File: config.mk
export PLATFORM = sky130hd
export DESIGN_NAME = drive_sequencer_flat
export DESIGN_NICKNAME = d
export VERILOG_FILES = /design/src/rtl/car_pkg.sv /design/src/rtl/drive_sequencer_if.sv /design/src/rtl/drive_sequencer_duty_ramp.sv /design/src/rtl/drive_sequencer.sv /design/src/flat_wrapper.sv
export SDC_FILE = /design/constraint.sdc
export NUM_CORES = 1
export LEC_CHECK = 0
export BUFFER_PORTS_ARGS = -buffer_cell sky130_fd_sc_hd__buf_4
export CAP_MARGIN = 10
export CORE_MARGIN = 5
export CORE_UTILIZATION = 61
export DETAILED_ROUTE_END_ITERATION = 6
export GPL_TIMING_DRIVEN = 0
export PLACE_DENSITY_LB_ADDON = 0.2
export SYNTH_ARGS = -nofsm -noshare
export SYNTH_HDL_FRONTEND = slang
export SYNTH_SLANG_ARGS = --single-unit
File: constraint.sdc
create_clock -name clk -period 4.6 [get_ports clk]
set_clock_uncertainty 0.1 [all_clocks]
set_input_delay 0.46 -clock clk [delete_from_list [all_inputs] [get_ports clk]]
set_output_delay 0.46 -clock clk [all_outputs]
set_load 0.03 [all_outputs]
File: src/rtl/car_pkg.sv
// Shared encodings for the car drive path: tracker modes, wheel commands,
// sequencer states and the H-bridge pin patterns of each wheel.
package car_pkg;

  typedef enum logic [1:0] {
    M_STRAIGHT = 2'b00,
    M_LEFT     = 2'b01,
    M_RIGHT    = 2'b10,
    M_BACK     = 2'b11
  } mode_e;

  typedef enum logic [1:0] {W_FWD, W_REV, W_COAST, W_BRAKE} wheel_e;

  localparam logic [2:0] PH_IDLE      = 3'd0;
  localparam logic [2:0] PH_DRIVE     = 3'd1;
  localparam logic [2:0] PH_DEADTIME  = 3'd2;
  localparam logic [2:0] PH_BLOCKED   = 3'd3;
  localparam logic [2:0] PH_LOST_HALT = 3'd4;

  typedef enum logic [2:0] {
    S_IDLE      = PH_IDLE,
    S_DRIVE     = PH_DRIVE,
    S_DEADTIME  = PH_DEADTIME,
    S_BLOCKED   = PH_BLOCKED,
    S_LOST_HALT = PH_LOST_HALT
  } state_e;

  // Right motor is mounted mirrored, so its FWD/REV pin patterns are swapped.
  localparam logic [1:0] L_PINS_FWD = 2'b10;
  localparam logic [1:0] L_PINS_REV = 2'b01;
  localparam logic [1:0] R_PINS_FWD = 2'b01;
  localparam logic [1:0] R_PINS_REV = 2'b10;
  localparam logic [1:0] PINS_COAST = 2'b00;
  localparam logic [1:0] PINS_BRAKE = 2'b11;

  function automatic wheel_e left_cmd(mode_e m);
    case (m)
      M_STRAIGHT, M_LEFT: return W_FWD;
      M_RIGHT:            return W_COAST;
      default:            return W_REV;
    endcase
  endfunction

  function automatic wheel_e right_cmd(mode_e m);
    case (m)
      M_STRAIGHT, M_RIGHT: return W_FWD;
      M_LEFT:              return W_COAST;
      default:             return W_REV;
    endcase
  endfunction

  function automatic logic [1:0] left_pins(wheel_e c);
    case (c)
      W_FWD:   return L_PINS_FWD;
      W_REV:   return L_PINS_REV;
      W_BRAKE: return PINS_BRAKE;
      default: return PINS_COAST;
    endcase
  endfunction

  function automatic logic [1:0] right_pins(wheel_e c);
    case (c)
      W_FWD:   return R_PINS_FWD;
      W_REV:   return R_PINS_REV;
      W_BRAKE: return PINS_BRAKE;
      default: return PINS_COAST;
    endcase
  endfunction

  function automatic logic reversed(wheel_e a, wheel_e b);
    return ((a == W_FWD) && (b == W_REV)) || ((a == W_REV) && (b == W_FWD));
  endfunction

endpackage

File: src/rtl/drive_sequencer_if.sv
// Command/response bundle between the tracker/sonic side and the drive sequencer.
interface drive_sequencer_if;
  logic [1:0] mode;
  logic       stop;
  logic [1:0] left;
  logic [1:0] right;
  logic [9:0] left_duty;
  logic [9:0] right_duty;
  logic [2:0] phase;

  modport master (output mode, stop, input left, right, left_duty, right_duty, phase);
  modport slave  (input mode, stop, output left, right, left_duty, right_duty, phase);
endinterface

File: src/rtl/drive_sequencer_duty_ramp.sv
// Per-wheel PWM duty register: restart load, immediate drop to a lower target,
// and a saturating step toward the target on each ramp tick.
module duty_ramp #(
  parameter int unsigned RAMP_STEP  = 16,
  parameter int unsigned RAMP_START = 384
) (
  input  logic       clk,
  input  logic       rst,
  input  logic       restart,
  input  logic [9:0] target,
  input  logic       tick,
  output logic [9:0] duty
);
  logic [9:0]  r_duty;
  logic [10:0] w_sum;

  // One extra bit so the step can never wrap past the 10-bit range.
  assign w_sum = {1'b0, r_duty} + 11'(RAMP_STEP);
  assign duty  = r_duty;

  always_ff @(posedge clk) begin
    if (rst) begin
      r_duty <= '0;
    end else if (restart) begin
      r_duty <= 10'(RAMP_START);
    end else if (target < r_duty) begin
      r_duty <= target;
    end else if (tick) begin
      r_duty <= (w_sum > {1'b0, target}) ? target : w_sum[9:0];
    end
  end
endmodule

File: src/rtl/drive_sequencer.sv
// Two-wheel drive sequencer: maps tracker mode to H-bridge pins and ramped duty,
// with reversal dead-time, obstacle hold-off and a lost-line halt.
module drive_sequencer
  import car_pkg::*;
#(
  parameter int unsigned DEADTIME_CYC = 100_000,
  parameter int unsigned RAMP_DIV     = 1_000,
  parameter int unsigned RAMP_STEP    = 16,
  parameter int unsigned RAMP_START   = 384,
  parameter int unsigned CRUISE_DUTY  = 1023,
  parameter int unsigned LOST_TIMEOUT = 50_000_000,
  parameter int unsigned CLEAR_CYC    = 10_000_000
) (
  input logic              clk,
  input logic              rst,
  drive_sequencer_if.slave bus
);
  localparam int unsigned DT_W = (DEADTIME_CYC > 1) ? $clog2(DEADTIME_CYC) : 1;
  localparam int unsigned TK_W = (RAMP_DIV > 1)     ? $clog2(RAMP_DIV)     : 1;
  localparam int unsigned LS_W = (LOST_TIMEOUT > 1) ? $clog2(LOST_TIMEOUT) : 1;
  localparam int unsigned CL_W = (CLEAR_CYC > 1)    ? $clog2(CLEAR_CYC)    : 1;

  state_e          r_state, w_next;
  mode_e           r_mode, w_mode;
  logic [DT_W-1:0] r_dt;
  logic [TK_W-1:0] r_tick;
  logic [LS_W-1:0] r_lost;
  logic [CL_W-1:0] r_clr;
  logic [1:0]      r_left, r_right;
  wheel_e          w_lcur, w_rcur, w_lnew, w_rnew;
  logic            w_rev, w_lost_done, w_dt_done, w_clr_done, w_tick, w_drive_next;
  logic            w_lrestart, w_rrestart;
  logic [9:0]      w_ltarget, w_rtarget, w_lduty, w_rduty;

  assign w_mode      = mode_e'(bus.mode);
  assign w_lcur      = left_cmd(r_mode);
  assign w_rcur      = right_cmd(r_mode);
  assign w_lnew      = left_cmd(w_mode);
  assign w_rnew      = right_cmd(w_mode);
  assign w_rev       = reversed(w_lcur, w_lnew) || reversed(w_rcur, w_rnew);
  assign w_lost_done = (r_mode == M_BACK) && (r_lost == LS_W'(LOST_TIMEOUT - 1));
  assign w_dt_done   = (r_dt == DT_W'(DEADTIME_CYC - 1));
  assign w_clr_done  = (r_clr == CL_W'(CLEAR_CYC - 1));
  assign w_tick      = (r_state == S_DRIVE) && (r_tick == TK_W'(RAMP_DIV - 1));

  // Branch order encodes the event priority: stop, lost timeout, reversal.
  always_comb begin
    w_next = r_state;
    case (r_state)
      S_IDLE:      if (!bus.stop) w_next = S_DRIVE;
      S_DRIVE: begin
        if (bus.stop)        w_next = S_BLOCKED;
        else if (w_lost_done) w_next = S_LOST_HALT;
        else if (w_rev)       w_next = S_DEADTIME;
      end
      S_DEADTIME: begin
        if (bus.stop)      w_next = S_BLOCKED;
        else if (w_dt_done) w_next = S_DRIVE;
      end
      S_BLOCKED:   if (!bus.stop && w_clr_done) w_next = S_DEADTIME;
      S_LOST_HALT: begin
        if (bus.stop)              w_next = S_BLOCKED;
        else if (w_mode != M_BACK) w_next = S_DEADTIME;
      end
      default:     w_next = S_IDLE;
    endcase
  end

  // Duty targets and restarts follow the state being entered so pins and duty
  // change on the same edge.
  always_comb begin
    w_drive_next = (w_next == S_DRIVE);
    w_ltarget    = (w_drive_next && (w_lnew != W_COAST)) ? 10'(CRUISE_DUTY) : '0;
    w_rtarget    = (w_drive_next && (w_rnew != W_COAST)) ? 10'(CRUISE_DUTY) : '0;
    w_lrestart   = w_drive_next && (w_lnew != W_COAST) &&
                   ((r_state != S_DRIVE) || (w_lcur == W_COAST));
    w_rrestart   = w_drive_next && (w_rnew != W_COAST) &&
                   ((r_state != S_DRIVE) || (w_rcur == W_COAST));
  end

  always_ff @(posedge clk) begin
    if (rst) begin
      r_state <= S_IDLE;
      r_mode  <= M_STRAIGHT;
      r_dt    <= '0;
      r_tick  <= '0;
      r_lost  <= '0;
      r_clr   <= '0;
      r_left  <= PINS_COAST;
      r_right <= PINS_COAST;
    end else begin
      r_state <= w_next;
      if (w_next == S_DRIVE) r_mode <= w_mode;

      if ((r_state == S_DRIVE) && (w_next == S_DRIVE))
        r_tick <= (r_tick == TK_W'(RAMP_DIV - 1)) ? '0 : r_tick + 1'b1;
      else
        r_tick <= '0;

      if ((r_state == S_DRIVE) && (w_next == S_DRIVE) && (r_mode == M_BACK))
        r_lost <= r_lost + 1'b1;
      else
        r_lost <= '0;

      r_dt  <= ((r_state == S_DEADTIME) && (w_next == S_DEADTIME)) ? r_dt + 1'b1 : '0;
      r_clr <= ((r_state == S_BLOCKED) && (w_next == S_BLOCKED) && !bus.stop) ?
               r_clr + 1'b1 : '0;

      case (w_next)
        S_DRIVE: begin
          r_left  <= left_pins(w_lnew);
          r_right <= right_pins(w_rnew);
        end
        S_BLOCKED, S_LOST_HALT: begin
          r_left  <= PINS_BRAKE;
          r_right <= PINS_BRAKE;
        end
        default: begin
          r_left  <= PINS_COAST;
          r_right <= PINS_COAST;
        end
      endcase
    end
  end

  duty_ramp #(.RAMP_STEP(RAMP_STEP), .RAMP_START(RAMP_START)) u_left_ramp (
    .clk(clk), .rst(rst), .restart(w_lrestart), .target(w_ltarget),
    .tick(w_tick), .duty(w_lduty)
  );

  duty_ramp #(.RAMP_STEP(RAMP_STEP), .RAMP_START(RAMP_START)) u_right_ramp (
    .clk(clk), .rst(rst), .restart(w_rrestart), .target(w_rtarget),
    .tick(w_tick), .duty(w_rduty)
  );

  assign bus.left       = r_left;
  assign bus.right      = r_right;
  assign bus.left_duty  = w_lduty;
  assign bus.right_duty = w_rduty;
  assign bus.phase      = r_state;
endmodule

File: src/flat_wrapper.sv
// flat-port wrapper written by rule: the top's interface ports become plain ports
module drive_sequencer_flat import car_pkg::*;
#(
  parameter int unsigned DEADTIME_CYC = 100_000,
  parameter int unsigned RAMP_DIV     = 1_000,
  parameter int unsigned RAMP_STEP    = 16,
  parameter int unsigned RAMP_START   = 384,
  parameter int unsigned CRUISE_DUTY  = 1023,
  parameter int unsigned LOST_TIMEOUT = 50_000_000,
  parameter int unsigned CLEAR_CYC    = 10_000_000
)
  (clk, rst, bus_mode, bus_stop, bus_left, bus_right, bus_left_duty, bus_right_duty, bus_phase);
  drive_sequencer_if bus_i ();
  input logic clk;
  input logic rst;
  input wire logic [$bits(bus_i.mode)-1:0] bus_mode;
  input wire logic [$bits(bus_i.stop)-1:0] bus_stop;
  output wire logic [$bits(bus_i.left)-1:0] bus_left;
  output wire logic [$bits(bus_i.right)-1:0] bus_right;
  output wire logic [$bits(bus_i.left_duty)-1:0] bus_left_duty;
  output wire logic [$bits(bus_i.right_duty)-1:0] bus_right_duty;
  output wire logic [$bits(bus_i.phase)-1:0] bus_phase;
  assign bus_i.mode = bus_mode;
  assign bus_i.stop = bus_stop;
  assign bus_left = bus_i.left;
  assign bus_right = bus_i.right;
  assign bus_left_duty = bus_i.left_duty;
  assign bus_right_duty = bus_i.right_duty;
  assign bus_phase = bus_i.phase;
  drive_sequencer #(.DEADTIME_CYC(DEADTIME_CYC), .RAMP_DIV(RAMP_DIV), .RAMP_STEP(RAMP_STEP), .RAMP_START(RAMP_START), .CRUISE_DUTY(CRUISE_DUTY), .LOST_TIMEOUT(LOST_TIMEOUT), .CLEAR_CYC(CLEAR_CYC)) u_core (.clk(clk), .rst(rst), .bus(bus_i));
endmodule
Word-level counts from Yosys, hierarchy flattened
Cells that the tools add are included.
{"block": "op_classes", "n_addsub": 6, "order_cmp": 4, "n_eq_ne": 29, "n_mux": 28, "bitwise_logic": 4, "n_reduce_logical": 44}
{"operator": "2-to-1 mux 10 bit", "count": 8}
{"operator": "2-to-1 mux 3 bit", "count": 9}
{"operator": "adder 26 x 1 -> 26 bit (second input constant)", "count": 1}
{"operator": "== test 26 bit (second input constant)", "count": 1}
{"operator": "adder 24 x 1 -> 24 bit (second input constant)", "count": 1}
{"operator": "== test 24 bit (second input constant)", "count": 1}
{"operator": "one-hot mux 2 bit (2 select lines)", "count": 6}
{"operator": "adder 10 x 5 -> 11 bit (second input constant)", "count": 2}
{"operator": "> comparator 11 x 10 -> 1 bit", "count": 2}
{"operator": "less-than comparator 10 bit", "count": 2}
{"operator": "OR reduction 2 bit", "count": 10}
{"operator": "2-to-1 mux 9 bit", "count": 2}
{"operator": "adder 17 x 1 -> 17 bit (second input constant)", "count": 1}
{"operator": "== test 17 bit (second input constant)", "count": 1}
{"operator": "logical AND 1 bit", "count": 16}
{"operator": "one-hot mux 3 bit (5 select lines)", "count": 1}
{"operator": "== test 2 bit (second input constant)", "count": 7}
{"operator": "== test 2 x 1 -> 1 bit (second input constant)", "count": 6}
{"operator": "== test 3 x 2 -> 1 bit (second input constant)", "count": 4}
{"operator": "zero test 2 bit", "count": 6}
{"operator": "one-hot mux 2 bit (3 select lines)", "count": 2}
{"operator": "adder 10 x 1 -> 10 bit (second input constant)", "count": 1}
{"operator": "== test 10 bit (second input constant)", "count": 1}
{"operator": "== test 3 x 1 -> 1 bit (second input constant)", "count": 2}
{"operator": "10 further kinds", "count": 22}
{"block": "totals", "register_bits": 106, "input_bits": 5, "output_inout_bits": 27, "elab_cells": 127}

Depth between registers and ports, before layout
Gate-level depths: netlist of run 1.
{"block": "depth", "word_depth": 19, "mapped_depth": 20, "mapped_depth_nobuf": 19}

Cells and area by module
A second synthesis of run 1 with hierarchy kept.
{"block": "unflattened", "hier_cells": 725, "area_unflattened_um2": 6288.5}
{"mod": "drive_sequencer", "instances": 1, "cells_each": 453, "area_each_um2": 4086.4, "seq_area_each_um2": 1721.7}
{"mod": "duty_ramp", "instances": 2, "cells_each": 136, "area_each_um2": 1101.1, "seq_area_each_um2": 200.2}

Worst setup path before layout of run 1
Ideal clock, no wire load.
{"block": "synth_timing", "kind": "input port to flip-flop", "from": "in bus_stop", "to": "reg u_core.u_left_ramp.r_duty[6] (netlist: u_core.u_left_ramp.duty[6])", "setup_time_ns": 0.086, "arrival_ns": 4.065, "required_ns": 4.414, "slack_ns": 0.349, "path_stages": 17, "path_buffers": 2, "path_cell_list": "buf_6 -> nor2_1 -> or4b_4 -> o311a_2 -> and2_4 -> buf_8 -> nor2_8 -> nand2_8 -> ha_1 -> mux2_2 -> a221o_1 -> a41oi_1 -> o22ai_1 -> mux2i_4 -> a21boi_2 -> o221ai_2 -> a221oi_2"}
{"block": "synth_via", "elab_chain_len": 11, "elab_cells_between_ends": 19, "cone_classes": "order compare (2); eq/ne (1); mux (10); reduce/logical (6)"}
{"item": "from (decl)", "line_no": "flat_wrapper.sv:17", "source": "input wire logic [$bits(bus_i.stop)-1:0] bus_stop;"}
{"item": "zero test 1 bit"}
{"item": "logical AND 1 bit", "line_no": "drive_sequencer.sv:60", "source": "S_BLOCKED: if (!bus.stop && w_clr_done) w_next = S_DEADTIME;"}
{"item": "2-to-1 mux 3 bit", "line_no": "drive_sequencer.sv:60"}
{"item": "one-hot mux 3 bit (5 select lines) (*)", "line_no": "drive_sequencer.sv:49", "source": "case (r_state)"}
{"item": "== test 3 x 1 -> 1 bit (*)", "line_no": "drive_sequencer.sv:72", "source": "w_drive_next = (w_next == S_DRIVE);"}
{"item": "logical AND 1 bit (*)", "line_no": "drive_sequencer.sv:73, drive_sequencer.sv:75"}
{"item": "2-to-1 mux 10 bit", "line_no": "drive_sequencer.sv:73", "source": "w_ltarget = (w_drive_next && (w_lnew != W_COAST)) ? 10'(CRUISE_DUTY) : '0;"}
{"item": "> comparator 11 x 10 -> 1 bit", "line_no": "drive_sequencer_duty_ramp.sv:29", "source": "r_duty <= (w_sum > {1'b0, target}) ? target : w_sum[9:0];"}
{"item": "2-to-1 mux 10 bit", "line_no": "drive_sequencer_duty_ramp.sv:29"}
{"item": "2-to-1 mux 10 bit", "line_no": "drive_sequencer_duty_ramp.sv:28", "source": "end else if (tick) begin"}
{"item": "2-to-1 mux 10 bit", "line_no": "drive_sequencer_duty_ramp.sv:26", "source": "end else if (target < r_duty) begin"}
{"item": "to (signal assigned)", "line_no": "drive_sequencer_duty_ramp.sv:25", "source": "r_duty <= 10'(RAMP_START);"}
{"item": "to (signal assigned)", "line_no": "drive_sequencer_duty_ramp.sv:27", "source": "r_duty <= target;"}
{"item": "to (signal assigned)", "line_no": "drive_sequencer_duty_ramp.sv:29"}
{"item": "to (decl)", "line_no": "drive_sequencer_duty_ramp.sv:14", "source": "logic [9:0] r_duty;"}
Every way passes the cells marked *; elsewhere a longest branch is shown, timed or not. The select of a mux whose other input is x is not followed.
A chain may end at the register's enable or synchronous reset.

Worst setup path after layout of run 1
{"block": "layout_timing", "from": "reg u_core.r_clr[0]", "to": "reg u_core.u_left_ramp.r_duty[6] (netlist: u_core.u_left_ramp.duty[6])"}
{"block": "layout_via", "elab_chain_len": 11, "elab_cells_between_ends": 15, "cone_classes": "order compare (2); eq/ne (2); mux (6); reduce/logical (5)"}
{"item": "from (decl)", "line_no": "drive_sequencer.sv:28", "source": "logic [CL_W-1:0] r_clr;"}
{"item": "from (signal assigned)", "line_no": "drive_sequencer.sv:106", "source": "r_clr <= ((r_state == S_BLOCKED) && (w_next == S_BLOCKED) && !bus.stop) ?"}
{"item": "== test 24 bit (*)", "line_no": "drive_sequencer.sv:43", "source": "assign w_clr_done = (r_clr == CL_W'(CLEAR_CYC - 1));"}
{"item": "logical AND 1 bit (*)", "line_no": "drive_sequencer.sv:60"}
{"item": "2-to-1 mux 3 bit (*)", "line_no": "drive_sequencer.sv:60"}
{"item": "one-hot mux 3 bit (5 select lines) (*)", "line_no": "drive_sequencer.sv:49"}
{"item": "== test 3 x 1 -> 1 bit (*)", "line_no": "drive_sequencer.sv:72"}
{"item": "logical AND 1 bit (*)", "line_no": "drive_sequencer.sv:73, drive_sequencer.sv:75"}
{"item": "2-to-1 mux 10 bit", "line_no": "drive_sequencer.sv:73"}
{"item": "> comparator 11 x 10 -> 1 bit", "line_no": "drive_sequencer_duty_ramp.sv:29"}
{"item": "2-to-1 mux 10 bit", "line_no": "drive_sequencer_duty_ramp.sv:29"}
{"item": "2-to-1 mux 10 bit", "line_no": "drive_sequencer_duty_ramp.sv:28"}
{"item": "2-to-1 mux 10 bit", "line_no": "drive_sequencer_duty_ramp.sv:26"}
Marks and branches as above.

==> run summary, run 1 <==
## Clock network
• **buffers from clock root to sink, at most** 2
• **hold-fix buffers at CTS** 0
• **number of sinks on the clock net** 100
• **worst skew pair latency** 0.37 ns
• **TritonCTS buffer count** 9
• **clock tree from TritonCTS** done
• **H-tree levels** 3
• **CTS clk-pin slew, worst paths** 0.10 ns
• **root buffer cell** clkbuf_8

## Timing
• **count of final setup violators** 0
• **final count of hold timing violations** 0
• **worst hold slack** 0.296 ns
• **Final min period** 4.38 ns
• **Max Clk Rate** 0.229 GHz
• **Final Max Slew Viols** 0
• **worst rel slew slack** 58.3%
• **Tightest Pin Transition** 0.619 ns
• **fin worst setup slack** 0.224 ns
• **Period Utilization, post-route** 95.1%

## GRT
• **via count of the first global-routing pass** 4645
• **overflow left after global routing** 0
• **first-pass GRT wire length** 20500 um
• **Global Route Usage Sum** 21.4%
• **maximum number of pins on one net before global-route repair** 19
• **initial antenna violation count** 0

## Critical path
• **FF-to-FF Start** u_core.r_clr[0]
• **CP Class** reg2reg
• **length in cells of the worst reg-to-reg path** 18
• **arrival time of data at the critical path endpoint** 4.56 ns
• **WP data required** 4.78 ns
• **critical path peak fanout** 10
• **flop-to-flop setup slack** 0.22 ns
• **destination of the worst register-to-register timing path** u_core.u_left_ramp.duty[6]
• **crit path launch type** flop
• **Worst Setup End Kind** flop

## Floorplanning
• **vertical die dimension** 107 um
• **number of I/O pins** 32
• **cell row count** 35
• **Initial Utilization** 62.5%
• **horizontal die dimension** 107 um
• **DIE AREA** 11500 um2
• **Placeable Area** 9200 um2

## Detailed routing
• **routed vias** 4763
• **first-pass detailed-route iteration total** 5
• **wirelength, routed** 12000 um
• **Via-to-Cell Ratio** 5.72
• **WL/cell** 14.4 um
• **detailed-route DRC error count** 0
• **final antenna-violating net count** 0
• **DR iter-0 viols** 306

## Min path
• **WHS Path Cells** 3
• **destination of the worst hold path** u_core.r_mode[1]
• **start point of the worst hold path** bus_mode[1]
• **class of the tightest hold or removal check** in2reg

## Power
• **LEAKAGE** 2.29 nW
• **total power divided by cell area** 445 nW/um2
• **worst IR drop on VDD** 0.222 mV

## Place
• **DPL Wire Length** 9010 um
• **number of buffers added on ports** 29
• **final RePlAce weighted congestion** 0.931
• **worst slack, placed** 0.00516 ns

## Final layout
• **# nets final** 758
• **area growth from synthesis to layout** 11.2%
• **layout cells sized above 1** 14.4%
• **total inserted antenna cells** 0

## Job
• **# Max-Cap Violations** 0

## Yosys
• **fraction of registers with async set or reset after synthesis** 0%
• **post-synthesis instance total** 674
• **sequential cell area fraction in the yosys report** 34.8%
• **EDFF count, synth** 0
• **syn nets** 715
• **mean instance size in the synthesized netlist** 8.53 um2
• **post-synth design cell area** 5750 um2
• **number of flip-flops and latches in the synthesized netlist** 100
• **post-synthesis cell type count** 76
• **dominant synthesized flop cell** dfxtp_1
• **warnings from Yosys** 0

## Run status
• **run status** finished clean

worst max-delay path, cell delays in order, from the launching register on:
cell      delay [ns]
dfxtp_2         0.36
ha_2            0.21
nand4_2         0.12
or4_4           0.56
o221ai_2        0.16
o311a_4         0.25
and2_4          0.15
buf_8           0.14
nor2_8          0.07
nand2_8         0.11
ha_2            0.32
mux2_2          0.27
a221o_1         0.33
a21oi_1         0.18
o22ai_2         0.16
mux2i_4         0.24
a21boi_2        0.20
o221ai_2        0.10
a221oi_2        0.28
area by class of cell:
cell class,instances,area (um2)
inverter,30,124
clock inverter,7,60.1
tap,111,139
sequential,100,2010
buffer,23,130
clock buffer,9,124
fill,741,2810
multi-input combinational,521,3570
timing repair buffer,32,240
where the power goes:
part	switching (mW)	leakage, nW	internal, mW	total, mW
registers	0.0620	0.810	0.912	0.974
clock network	0.330	0.0892	0.205	0.535
logic	0.792	1.39	0.541	1.33
Yosys cell counts (all sizes together), types with 3 or more instances:
master  count  area share [%]
nor4        3            0.33
o22ai       5            0.54
o21ai      19             1.7
nor4bb      4            0.70
nand4      21             2.4
inv        30             2.1
and3       13             1.4
or2         3            0.33
clkbuf     13            0.85
nand3b      3            0.39
o31ai       3            0.72
mux2i       6             1.5
xor2       45             6.9
nor2b       6            0.65
nand3      42             3.7
or4         4            0.52
dfxtp     100              35
ha         36             7.8
a21oi      21             2.0
a21o        9             1.2
nor3       11            0.96
nand2      48             3.5
a221oi      3            0.78
nor2      120             8.1
and2        4            0.52
a31oi       7            0.76
nor4b       4            0.61
o21a        3            0.39
buf        10             1.4
nand2b      4            0.44
a211oi      3            0.39
xnor2      33             5.0
worst max-delay path by stage:
stage                          startpoint                           to
after CTS                 u_core.r_clr[0]  u_core.u_right_ramp.duty[8]
after floorplan                  bus_stop   u_core.u_left_ramp.duty[6]
after global placement           bus_stop   u_core.u_left_ramp.duty[6]
after detailed placement         bus_stop   u_core.u_left_ramp.duty[6]
final                     u_core.r_clr[0]   u_core.u_left_ramp.duty[6]
after global routing      u_core.r_clr[0]   u_core.u_left_ramp.duty[6]
flip-flops by register name, indices dropped and copies added, names as in the netlist, 3 cells and up, named ones only:
| register | count |
|---|---|
| u_core.bus.phase | 3 |
| u_core.r_dt | 17 |
| u_core.r_tick | 10 |
| u_core.u_right_ramp.duty | 6 |
| u_core.r_clr | 24 |
| u_core.r_lost | 26 |
| u_core.u_left_ramp.duty | 6 |
layer usage:
layer	part of all wire [%]	track usage [%]	wire, um
met1	46	26.8	5570
met3	3.1	3.13	375
met2	49	37.3	5880
met4	1.7	7.85	204
met5	0	0	0
repair_timing:
| item | CTS | global route |
|---|---|---|
| buffers inserted | 0 | 3 |
| gates resized for setup | 1 | 19 |
| pin swaps | 0 | 1 |
| setup endpoints to repair | 3 | 12 |
kinds of logic after synthesis:
kind of cell | after synthesis | synth area share [%]
XOR/XNOR | 78 | 11.9
AO/OA/AOI/OAI | 98 | 13.0
flip-flops | 100 | 34.8
AND/OR/NAND/NOR | 301 | 26.2
multiplexers | 8 | 1.94
buffers and inverters | 53 | 4.35
adder cells (fa/ha/maj) | 36 | 7.84
cell usage in the layout (no fill, tap or decap), types with 4 or more instances in the layout:
cell type,Yosys,layout
a31oi_1,7,7
buf_4,6,38
dfxtp_1,100,97
nor4bb_1,4,4
nand2b_1,4,4
clkbuf_8,0,9
xnor2_1,33,33
ha_1,36,33
inv_1,29,28
nand3_1,42,41
mux2i_1,4,4
clkbuf_1,13,13
and3_1,13,13
xor2_1,45,45
nand2_1,46,46
a21oi_1,20,20
nor2b_1,6,6
a21o_1,9,9
o22ai_1,5,4
nor2_1,119,118
nor3_1,11,11
nand4_1,20,20
o21ai_0,18,18
metrics by stage:
step	power [mW]	TNS, ns	std cells	instance area [um2]	utilization [%]
floorplan	1.97	0	674	5750	-
finish	2.84	0	833	6390	69.5
global route	3.01	-0.0371	833	6390	69.5
global placement	2.22	0	814	6100	66.4
detailed placement	2.25	0	814	6100	66.4
CTS	2.78	0	830	6300	68.5
(Power assumes the default switching activity.)
==> inputs of run 2 (changes only) <==
--- a/config.mk
+++ b/config.mk
@@ -12,6 +12,7 @@
 export DETAILED_ROUTE_END_ITERATION = 6
 export GPL_TIMING_DRIVEN = 0
 export PLACE_DENSITY_LB_ADDON = 0.2
+export RECOVER_POWER = 25
 export SYNTH_ARGS = -nofsm -noshare
 export SYNTH_HDL_FRONTEND = slang
 export SYNTH_SLANG_ARGS = --single-unit
==> run 2 against run 1 <==
Effect of this change: worst hold slack improved by 0.0031 ns; worst setup slack lost 0.013 ns; utilization shrank 0.86 points; via count increased by 0.55%; non-clock buffer count unchanged; die area did not move; sequential share of layout area rose by 0.39 points; critical endpoint unchanged; largest power group unchanged.
==> run summary, run 2 (same netlist as run 1, synthesis figures left out) <==
## Run status
• **run status** finished clean

## Final layout
• **Largest register FFs** 26
• **area growth from synthesis to layout** 9.80%
• **# nets final** 758
• **layout cells sized above 1** 11.5%
• **most frequent standard cell in the layout excluding fill and tap cells** nor2_1
• **most frequent cells in the layout** nor2_1, dfxtp_1, nand2_1
• **post-layout instance count excluding filler cells** 833
• **area used by multi-input combinational logic** 3570 um2
• **Biggest register** u_core.r_lost
• **# fillers** 767
• **Regs by FF count** u_core.r_lost x26, u_core.r_clr x24, u_core.r_dt x17
• **total inserted antenna cells** 0
• **area taken by flip-flops and latches** 2010 um2

## Place
• **worst slack, placed** 0.00516 ns
• **number of buffers added on ports** 29
• **Placed Cells** 814
• **final RePlAce weighted congestion** 0.931
• **DPL Wire Length** 9010 um

## Floorplanning
• **Initial Utilization** 62.5%
• **DIE AREA** 11500 um2
• **number of I/O pins** 32
• **Placeable Area** 9200 um2
• **horizontal die dimension** 107 um
• **cell row count** 35
• **vertical die dimension** 107 um

## Power
• **LEAKAGE** 2.20 nW
• **total power divided by cell area** 444 nW/um2
• **worst IR drop on VDD** 0.221 mV

## Timing
• **Period Utilization, post-route** 95.4%
• **final count of hold timing violations** 0
• **count of final setup violators** 0
• **Max Clk Rate** 0.228 GHz
• **fin worst setup slack** 0.211 ns
• **worst rel slew slack** 59.0%
• **Tightest Pin Transition** 0.609 ns
• **Final Max Slew Viols** 0
• **worst hold slack** 0.299 ns
• **Final min period** 4.39 ns

## Clock network
• **root buffer cell** clkbuf_8
• **clock tree from TritonCTS** done
• **H-tree levels** 3
• **worst skew pair latency** 0.37 ns
• **hold-fix buffers at CTS** 0
• **buffers from clock root to sink, at most** 2
• **TritonCTS buffer count** 9
• **CTS clk-pin slew, worst paths** 0.10 ns
• **number of sinks on the clock net** 100

## Critical path
• **CP Class** reg2reg
• **critical path peak fanout** 10
• **Worst Setup End Kind** flop
• **crit path launch type** flop
• **arrival time of data at the critical path endpoint** 4.57 ns
• **WP data required** 4.78 ns

## GRT
• **overflow left after global routing** 0
• **initial antenna violation count** 0
• **via count of the first global-routing pass** 4645
• **maximum number of pins on one net before global-route repair** 19
• **first-pass GRT wire length** 20500 um
• **Global Route Usage Sum** 21.4%

## Detailed routing
• **routed vias** 4789
• **wirelength, routed** 12000 um
• **first-pass detailed-route iteration total** 5
• **Via-to-Cell Ratio** 5.75
• **detailed-route DRC error count** 0
• **final antenna-violating net count** 0
• **DR iter-0 viols** 264
• **WL/cell** 14.4 um

## Job
• **# Max-Cap Violations** 0

## Min path
• **class of the tightest hold or removal check** in2reg

-- run 2: cell types whose count changed in the layout (fill, tap and decap cells not counted) --
cell      previous run  this run
clkbuf_4             0         6
clkbuf_1            13        34
buf_4               38        11
-- run 2: worst max-delay path: stages, from the launching register on --
cell and delay, ns:
dfxtp_2 0.36, ha_2 0.21, nand4_2 0.12, or4_4 0.56
o221ai_2 0.16, o311a_4 0.25, and2_4 0.15, buf_8 0.14
nor2_8 0.06, nand2_8 0.11, ha_2 0.32, mux2_2 0.27
a221o_1 0.33, a21oi_1 0.18, o22ai_2 0.17, mux2i_4 0.24
a21boi_2 0.20, o221ai_2 0.10, a221oi_2 0.27
-- run 2: path summary, 6_finish.rpt --
path              startpoint                    endpoint  slack (ns)  cells after the start
max          u_core.r_clr[0]  u_core.u_left_ramp.duty[6]        0.21                     18
min              bus_mode[0]            u_core.r_mode[0]        0.30                      3
max reg2reg  u_core.r_clr[0]  u_core.u_left_ramp.duty[6]        0.21                     18
min reg2reg  u_core.r_clr[0]             u_core.r_clr[0]        0.33                      1
-- run 2: per-stage QoR --
stage | power [mW] | util, % | area [um2] | TNS, ns
after global routing | 2.98 | 68.6 | 6310 | -0.0370
after CTS | 2.78 | 68.5 | 6300 | 0
after global placement | 2.22 | 66.4 | 6100 | 0
after floorplan | 1.97 | - | 5750 | 0
final | 2.80 | 68.6 | 6310 | 0
after detailed placement | 2.25 | 66.4 | 6100 | 0
-- run 2: timing repair --
action | CTS | global route
setup buffers | 0 | 3
gates resized for setup | 1 | 19
setup endpoints to repair | 3 | 12
pin swaps | 0 | 1
-- run 2: area by class of cell --
type / count / share of cell area [%]
Clock inverter: 7 / 0.952
Tap cell: 111 / 2.20
Inverter: 30 / 1.96
Timing Repair Buffer: 32 / 2.56
Buffer: 23 / 2.06
Sequential cell: 100 / 31.8
Multi-Input combinational cell: 521 / 56.5
Clock buffer: 9 / 1.96
-- run 2: power breakdown --
group          switching, mW  total (mW)  internal (mW)  leakage [nW]
clock                  0.327       0.532          0.205        0.0892
sequential            0.0608       0.972          0.912         0.810
combinational          0.792        1.30          0.507          1.30
total                   1.18        2.80           1.62          2.20
-- run 2: per-layer routing --
metal	GRT usage (%)	share of wire, %
met5	0	0
met4	7.85	1.9
met3	3.13	4.3
met2	37.3	49
met1	26.8	45
==> inputs of run 3 (changes only) <==
--- a/config.mk
+++ b/config.mk
@@ -9,6 +9,7 @@
 export CAP_MARGIN = 10
 export CORE_MARGIN = 5
 export CORE_UTILIZATION = 61
+export CTS_BUF_LIST = sky130_fd_sc_hd__clkbuf_16
 export DETAILED_ROUTE_END_ITERATION = 6
 export GPL_TIMING_DRIVEN = 0
 export PLACE_DENSITY_LB_ADDON = 0.2
==> run 3 against run 2 <==
Effect of this change: critical path depth decreased by 2; die area unchanged; largest cell class unchanged; power increased by 6.8%; sequential power about the same; sequential cell count unchanged; sequential share of layout area decreased by 0.47 points.
==> run summary, run 3 (same netlist as run 1, synthesis figures left out) <==
## Power
• **switching part of the total power** 40.1%
• **worst IR drop on VDD** 0.238 mV
• **total design power** 2.99 mW
• **LEAKAGE** 2.24 nW
• **internal power** 1.79 mW
• **total power divided by cell area** 468 nW/um2
• **relative contribution of the clock network to total power** 24.1%
• **net switching power figure** 1.20 mW
• **power share of the combinational group** 43.4%
• **sequential share of power** 32.5%

## Critical path
• **WP data required** 4.75 ns
• **length in cells of the worst reg-to-reg path** 16
• **peak per-stage delay on the critical path** 0.51 ns
• **Worst Setup End Kind** flop
• **crit path launch type** flop
• **FF-to-FF Start** u_core.bus.phase[0]
• **flop-to-flop setup slack** 0.20 ns
• **gate family responsible for the most delay along the worst path** compound AO/OA/AOI/OAI gates
• **Worst Path Buf+Inv** 1
• **Slowest cell on crit path** or4b_4
• **cells traversed along the worst timing path** nor2_1, or4b_4, o311a_2, and2_4, buf_8, nor2_8, nand2_8, ha_2, mux2_2, a221o_1, a21oi_1, o22ai_2, mux2i_4, a21boi_2, o221ai_2, a221oi_2
• **CP Class** reg2reg
• **arrival time of data at the critical path endpoint** 4.55 ns
• **critical path peak fanout** 10
• **destination of the worst register-to-register timing path** u_core.u_left_ramp.duty[6]

## Detailed routing
• **WL/cell** 14.6 um
• **routed vias** 4799
• **DR iter-0 viols** 279
• **first-pass detailed-route iteration total** 5
• **detailed-route DRC error count** 0
• **final antenna-violating net count** 0
• **wirelength, routed** 12100 um
• **Via-to-Cell Ratio** 5.76

## Floorplanning
• **horizontal die dimension** 107 um
• **vertical die dimension** 107 um
• **number of I/O pins** 32
• **Placeable Area** 9200 um2
• **Initial Utilization** 62.5%
• **cell row count** 35
• **DIE AREA** 11500 um2

## Place
• **area of placed instances** 6100 um2
• **Placed Cells** 814
• **worst slack, placed** 0.00516 ns
• **number of buffers added on ports** 29
• **final RePlAce weighted congestion** 0.931
• **DPL Wire Length** 9010 um

## Clock network
• **TritonCTS buffer count** 9
• **worst skew pair latency** 0.34 ns
• **hold-fix buffers at CTS** 0
• **H-tree levels** 3
• **clock tree from TritonCTS** done
• **number of sinks on the clock net** 100
• **root buffer cell** clkbuf_16
• **buffers from clock root to sink, at most** 2
• **CTS clk-pin slew, worst paths** 0.07 ns

## Min path
• **start point of the worst hold path** bus_mode[1]
• **WHS Path Cells** 3
• **class of the tightest hold or removal check** in2reg
• **destination of the worst hold path** u_core.r_mode[1]

## Final layout
• **post-layout instance count excluding filler cells** 833
• **layout cells sized above 1** 11.1%
• **Regs by FF count** u_core.r_lost x26, u_core.r_clr x24, u_core.r_dt x17
• **Biggest register** u_core.r_lost
• **most frequent cells in the layout** nor2_1, dfxtp_1, nand2_1
• **total inserted antenna cells** 0
• **area growth from synthesis to layout** 11.4%
• **Largest register FFs** 26
• **final core occ** 69.6%
• **total non-filler cell area in the finished layout** 6400 um2
• **most frequent standard cell in the layout excluding fill and tap cells** nor2_1
• **# nets final** 758

## Timing
• **Max Clk Rate** 0.227 GHz
• **Tightest Pin Transition** 0.640 ns
• **final count of hold timing violations** 0
• **Final Max Slew Viols** 0
• **Final min period** 4.40 ns
• **Period Utilization, post-route** 95.6%
• **worst rel slew slack** 57.0%
• **count of final setup violators** 0
• **worst hold slack** 0.334 ns
• **Final TNS setup** 0 ns
• **fin worst setup slack** 0.204 ns

## GRT
• **overflow left after global routing** 0
• **initial antenna violation count** 0
• **maximum number of pins on one net before global-route repair** 19
• **Global Route Usage Sum** 21.8%
• **first-pass GRT wire length** 20900 um
• **via count of the first global-routing pass** 4673

## Run status
• **run status** finished clean

## Job
• **# Max-Cap Violations** 0

run 3: area by class of cell:
cell class                      count  area, um2
Clock buffer                        9        225
Buffer                             23        130
Clock inverter                      7       60.1
Sequential cell                   100       2000
Inverter                           30        124
Tap cell                          111        139
Fill cell                         748       2800
Timing Repair Buffer               32        161
Multi-Input combinational cell    521       3560
run 3: routing by layer:
layer | wire length, um | part of all wire (%) | up-vias | GRT usage [%]
met5 | 0 | 0 | - | 0
li1 | - | - | 2429 | -
met3 | 487 | 4.0 | 20 | 3.85
met4 | 197 | 1.6 | 0 | 6.58
met2 | 5960 | 49 | 110 | 38.3
met1 | 5490 | 45 | 2240 | 27.0
run 3: repair_timing:
| action | CTS | global route |
|---|---|---|
| endpoints found under the setup margin | 3 | 12 |
| buffers inserted | 0 | 3 |
| pin swaps | 0 | 2 |
| cloned | 0 | 0 |
| gates resized for setup | 1 | 16 |
run 3: worst register-to-register path, stage by stage (launching register included):
cell	delay, ns
dfxtp_1	0.39
nor2_1	0.20
or4b_4	0.51
o311a_2	0.43
and2_4	0.17
buf_8	0.14
nor2_8	0.17
nand2_8	0.09
ha_2	0.34
mux2_2	0.28
a221o_1	0.33
a21oi_1	0.18
o22ai_2	0.16
mux2i_4	0.25
a21boi_2	0.21
o221ai_2	0.10
a221oi_2	0.28
run 3: power by group through the flow:
stage / clock network [mW] / registers [mW] / logic, mW
6_report: 0.722 / 0.973 / 1.30
3_3_place_gp: 0 / 0.991 / 1.22
2_1_floorplan: 0 / 1.06 / 0.914
4_1_cts: 0.733 / 0.973 / 1.27
3_5_place_dp: 0 / 0.994 / 1.26
5_1_grt: 0.770 / 0.981 / 1.42
run 3: worst max-delay path by stage:
stage | start | end | slack (ns) | depth (start not counted)
after floorplan | bus_stop | u_core.u_left_ramp.duty[6] | 0.35 | 17
after global placement | bus_stop | u_core.u_left_ramp.duty[6] | 0.06 | 17
after detailed placement | bus_stop | u_core.u_left_ramp.duty[6] | 0.005 | 17
after CTS | u_core.r_clr[0] | u_core.u_right_ramp.duty[8] | 0.03 | 16
after global routing | u_core.r_clr[0] | u_core.u_left_ramp.duty[6] | -0.04 | 18
final | u_core.bus.phase[0] | u_core.u_left_ramp.duty[6] | 0.20 | 16
